<file path="src/rtl/serial_config_receiver.sv">
// Receiver for the four-wire configuration link: synchronizes and glitch-filters
// the wires, shifts in an MSB-first frame and captures it on the scapt strobe.
module serial_config_receiver #(
  parameter int              NBITS     = 96,
  parameter int              FILT_LEN  = 2,
  parameter bit              INPUT_INV = 1'b1,
  parameter logic [NBITS-1:0] CFG_RESET = '0
) (
  input  logic             clkin,
  input  logic             rst,
  input  logic             s_sck,
  input  logic             s_sda,
  input  logic             s_scapt,
  input  logic             s_reset,
  output logic [NBITS-1:0] cfg_q,
  output logic             cfg_valid,
  output logic             len_err,
  output logic             busy,
  output logic             overrun,
  output logic [7:0]       bit_cnt
);

  localparam logic [3:0] FL       = 4'(FILT_LEN);
  localparam logic [7:0] CNT_FULL = 8'(NBITS);
  localparam logic [7:0] CNT_MAX  = 8'(NBITS + 1);

  // Wire order in the conditioning vectors: {reset, scapt, sda, sck}
  logic [3:0]       raw;
  logic [3:0]       sync1;
  logic [3:0]       sync2;
  logic [3:0]       filt;
  logic [3:0]       fcnt [4];
  logic             sck_d;
  logic             scapt_d;
  logic             sck_rise;
  logic             scapt_rise;
  logic [NBITS-1:0] shreg;
  logic [NBITS-1:0] n_shreg;
  logic [7:0]       n_cnt;

  assign raw        = {s_reset, s_scapt, s_sda, s_sck} ^ {4{INPUT_INV}};
  assign sck_rise   = filt[0] & ~sck_d;
  assign scapt_rise = filt[2] & ~scapt_d;
  assign busy       = (bit_cnt != '0);

  // Shift result is computed first so a coincident capture sees post-shift state
  always_comb begin
    n_shreg = shreg;
    n_cnt   = bit_cnt;
    if (sck_rise) begin
      n_shreg = {shreg[NBITS-2:0], filt[1]};
      if (bit_cnt != CNT_MAX) n_cnt = bit_cnt + 8'd1;
    end
  end

  always_ff @(posedge clkin) begin
    if (rst) begin
      sync1     <= '0;
      sync2     <= '0;
      filt      <= '0;
      for (int unsigned i = 0; i < 4; i++) fcnt[i] <= '0;
      sck_d     <= 1'b0;
      scapt_d   <= 1'b0;
      shreg     <= '0;
      bit_cnt   <= '0;
      overrun   <= 1'b0;
      cfg_q     <= CFG_RESET;
      cfg_valid <= 1'b0;
      len_err   <= 1'b0;
    end else begin
      sync1   <= raw;
      sync2   <= sync1;
      sck_d   <= filt[0];
      scapt_d <= filt[2];
      // Level flips only after FILT_LEN consecutive disagreeing samples
      for (int unsigned i = 0; i < 4; i++) begin
        if (sync2[i] != filt[i]) begin
          if (fcnt[i] == FL - 4'd1) begin
            filt[i] <= ~filt[i];
            fcnt[i] <= '0;
          end else begin
            fcnt[i] <= fcnt[i] + 4'd1;
          end
        end else begin
          fcnt[i] <= '0;
        end
      end

      cfg_valid <= 1'b0;
      len_err   <= 1'b0;
      if (filt[3]) begin
        shreg   <= '0;
        bit_cnt <= '0;
        overrun <= 1'b0;
        cfg_q   <= CFG_RESET;
      end else begin
        shreg   <= n_shreg;
        bit_cnt <= n_cnt;
        if (sck_rise && n_cnt == CNT_MAX) overrun <= 1'b1;
        if (scapt_rise) begin
          if (n_cnt == CNT_FULL) begin
            cfg_q     <= n_shreg;
            cfg_valid <= 1'b1;
          end else begin
            len_err   <= 1'b1;
          end
          bit_cnt <= '0;
          overrun <= 1'b0;
        end
      end
    end
  end

endmodule

</file>
<file path="config.mk">
export PLATFORM = sky130hd
export DESIGN_NAME = serial_config_receiver
export DESIGN_NICKNAME = d
export VERILOG_FILES = /design/src/rtl/serial_config_receiver.sv
export SDC_FILE = /design/constraint.sdc
export NUM_CORES = 1
export LEC_CHECK = 0
export CORE_MARGIN = 2
export CORE_UTILIZATION = 32
export DETAILED_ROUTE_END_ITERATION = 6
export GPL_TIMING_DRIVEN = 0
export HOLD_SLACK_MARGIN = 0.06
export SYNTH_ARGS = -nofsm -noshare
export SYNTH_HDL_FRONTEND = slang
export SYNTH_SLANG_ARGS = --single-unit
</file>
<file path="constraint.sdc">
create_clock -name clkin -period 6.61 [get_ports clkin]
set_input_delay 1.322 -clock clkin [delete_from_list [all_inputs] [get_ports clkin]]
set_output_delay 1.322 -clock clkin [all_outputs]
set_load 0.05 [all_outputs]
</file>
==> insert_results.sql <==
INSERT INTO impl_metrics (metric_group, metric, value, unit) VALUES
('worst_hold_path', 'hold_path.startpoint', 'sync1[2]$_SDFF_PP0_', ''),
('routing', 'post_drt_antenna_nets', '0', ''),
('global_routing', 'global_route.usage.total', '12.76', '%'),
('yosys', 'synthFlopType', 'dfxtp_1', ''),
('timing', 'timing_max_transition_violations_final', '0', ''),
('timing', 'slew_headroom', '42.82', '%'),
('routing', 'drt_wl_total', '19250', 'um'),
('floorplan', 'rows', '61', ''),
('critical_path', 'cp_max_fo', '10', ''),
('routing', 'dr.pass1.iters', '4', ''),
('timing', 'timing_worst_slew_pin_value', '0.8546', 'ns'),
('critical_path', 'timing.reg2reg.setup_slack', '3.39', 'ns'),
('global_routing', 'maximum_number_of_pins_on_one_net_before_global_route_repair', '15', ''),
('worst_hold_path', 'worstHoldEndpoint', 'sync2[2]$_SDFF_PP0_', ''),
('critical_path', 'kind_of_start_point_of_the_critical_path', 'input port', ''),
('timing', 'finalHoldViolations', '0', ''),
('global_routing', 'initial_antenna_violation_count', '0', ''),
('clock_tree', 'cts_root_buffer', 'clkbuf_16', ''),
('yosys', 'synthDistinctLibCells', '43', ''),
('timing', 'final_period_minus_worst_setup_slack', '3.648', 'ns'),
('timing', 'maxClockFrequency', '0.2742', 'GHz'),
('yosys', 'synth.top_cells.by_area', 'dfxtp_1, nand2_1, mux2_2, mux2_4, and2_1', ''),
('clock_tree', 'tritoncts_clock_tree', 'done', ''),
('clock_tree', 'cts.hold.buffers_added', '0', ''),
('critical_path', 'reg2reg_from', 'bit_cnt[2]$_SDFF_PP0_', ''),
('routing', 'wire_per_inst', '13.08', 'um'),
('placement', 'post-dp-hpwl', '13310', 'um'),
('critical_path', 'rr_endpoint', 'cfg_q[89]$_SDFFE_PP0P_', ''),
('global_routing', 'grt_pass1_wl', '32060', 'um'),
('clock_tree', 'cts_buffer_depth', '3', ''),
('power_and_ir_drop', 'static-leakage-power', '0.004455', 'uW'),
('worst_hold_path', 'holdCritPathClass', 'reg -> reg', ''),
('outcome', 'outcome', 'finished, final reports clean', ''),
('timing', 'timing.final.setup_violations', '0', ''),
('timing', 'final.setup.tns', '0', 'ns'),
('floorplan', 'dieHeight', '172.7', 'um'),
('floorplan', 'initial_utilization', '32.59', '%'),
('floorplan', 'io_pins', '114', ''),
('yosys', 'yosys.area_share.xor_xnor', '1.828', '%'),
('finish', 'layout_area_growth_over_synthesis', '28.49', '%'),
('finish', 'n_fill_cell', '2755', ''),
('yosys', 'synth_top_family_by_area', 'simple AND/OR/NAND/NOR gates', ''),
('yosys', 'syn_avg_cell_area', '9.918', 'um2'),
('yosys', 'synth_enable_flop_cells', '16', ''),
('timing', 'holdWs', '0.4443', 'ns'),
('power_and_ir_drop', 'power.ir.vdd_worst', '201.8', 'uV'),
('placement', 'port-buffer-count', '113', ''),
('worst_hold_path', 'hold_depth', '1', ''),
('yosys', 'post_synth_inst_count', '918', ''),
('clock_tree', 'clock_sink_count', '233', ''),
('routing', 'detail_route.vias_per_cell', '4.380', ''),
('yosys', 'synth_compound_area_share', '6.349', '%'),
('timing', 'unrepaired_setup_endpoints_after_global_routing', 'false', ''),
('power_and_ir_drop', 'power_density', '258.3', 'nW/um2'),
('critical_path', 'arrival', '4.06', 'ns'),
('clock_tree', 'cts.htree.levels', '1', ''),
('critical_path', 'cp.required', '7.02', 'ns'),
('yosys', 'synthesis.area', '9105', 'um2'),
('global_routing', 'grt_overflow_total', '0', ''),
('global_routing', 'number_of_global_route_vias_before_repair', '6379', ''),
('timing', 'clock_skew', '0.01451', 'ns'),
('yosys', 'synth_top_area_share', '47.71', '%'),
('critical_path', 'reg2reg_depth', '9', ''),
('yosys', 'netlist.top_cell.by_area', 'dfxtp_1', ''),
('critical_path', 'critical_path.endpoint_type', 'flop', ''),
('finish', 'share_of_layout_cells_above_drive_strength_1', '14.72', '%'),
('yosys', 'synthSimpleGateAreaFrac', '19.68', '%'),
('routing', 'drcViolationCount', '0', ''),
('yosys', 'seq_area_frac_synth', '52.99', '%'),
('timing', 'fin_crit_sh', '55.18', '%'),
('critical_path', 'crit_type', 'in -> reg', '');
==> layout make-up <==
class	count	area (um2)	share of cell area, %
Inverter	6	22.52	0.1925
Clock buffer	35	757.0	6.471
Multi-Input combinational cell	633	4030	34.45
Clock inverter	13	176.4	1.508
Timing Repair Buffer	113	1131	9.668
Buffer	61	284.0	2.428
Tap cell	378	473.0	4.043
Sequential cell	233	4825	41.24
==> registers in the layout, indices dropped and copies added (netlist names) <==
register / flops
scapt_d: 1
sync2: 4
cfg_valid: 1
cfg_q: 96
shreg: 96
filt: 4
sync1: 4
overrun: 1
len_err: 1
bit_cnt: 8
fcnt: 16
sck_d: 1
==> cell families after synthesis <==
logic type,Yosys count
AND/OR/NAND/NOR,376
flip-flops,233
AO/OA/AOI/OAI,109
multiplexers,102
buffers and inverters,67
XOR/XNOR,19
adder cells (fa/ha/maj),11
other,1
==> placed cells by master (no fill, tap or decap), types with 6 or more instances in the layout <==
cell type,n
a21oi_1,98
and2_1,96
buf_2,8
clkbuf_1,45
clkbuf_16,28
clkdlybuf4s50_1,113
conb_1,16
dfxtp_1,217
edfxtp_1,16
ha_1,11
inv_1,6
mux2_2,56
mux2_4,41
nand2_1,196
nand3_1,6
nor2_1,37
nor2b_1,8
xnor2_1,12
xor2_1,7
==> worst max-delay path by stage <==
stage	start	endpoint	depth (start not counted)
detailed placement	rst	cfg_q[68]$_SDFFE_PP0P_	8
finish	rst	cfg_q[41]$_SDFFE_PP0P_	8
global route	rst	cfg_q[41]$_SDFFE_PP0P_	8
CTS	rst	cfg_q[68]$_SDFFE_PP0P_	8
global placement	rst	cfg_q[58]$_SDFFE_PP0P_	8
floorplan	bit_cnt[2]$_SDFF_PP0_	cfg_q[53]$_SDFFE_PP0P_	9
==> critical path: stages <==
cell and delay, ns:
clkdlybuf4s50_1 0.49, clkbuf_1 0.36, or2_2 0.18, clkbuf_1 0.43, clkbuf_1 0.46, clkbuf_1 0.41, a21oi_1 0.12, mux2_2 0.28
==> layer usage <==
layer / global-route usage (%) / up-vias / wire length [um]
li1: - / 3315 / -
met1: 16.50 / 2964 / 9077
met2: 21.02 / 137 / 8560
met3: 3.650 / 31 / 1214
met4: 3.178 / 0 / 399
met5: 0 / - / 0
==> Yosys cell counts (5+ instances only) <==
cell	number
and2_1	96
ha_1	11
buf_6	5
mux2_4	41
xnor2_1	12
edfxtp_1	16
nor3b_1	5
buf_2	8
mux2i_1	5
buf_1	5
a21oi_1	98
mux2_2	56
clkbuf_1	41
nand3_1	6
nand2_1	196
or3_1	5
xor2_1	7
dfxtp_1	217
nor2_1	37
inv_1	6
nor2b_1	8
==> where the power goes <==
| group | switching, uW | internal [uW] | total, uW |
|---|---|---|---|
| logic | 36.4 | 14.1 | 50.5 |
| registers | 5.15 | 1430 | 1430 |
| clock network | 580 | 960 | 1540 |
==> per-stage QoR <==
| stage | std cells | util (%) | worst slack (ns) | total power (uW) | area, um2 |
|---|---|---|---|---|---|
| after floorplan | 933 | - | 3.474 | 1495 | 9161 |
| after global placement | 1424 | 38.54 | 2.273 | 1515 | 10770 |
| after CTS | 1472 | 41.88 | 2.870 | 3074 | 11700 |
| after detailed placement | 1424 | 38.54 | 2.307 | 1515 | 10770 |
| final | 1472 | 41.88 | 2.962 | 3022 | 11700 |
| after global routing | 1472 | 41.88 | 2.651 | 3133 | 11700 |
Power figures use the tool's default switching activity.
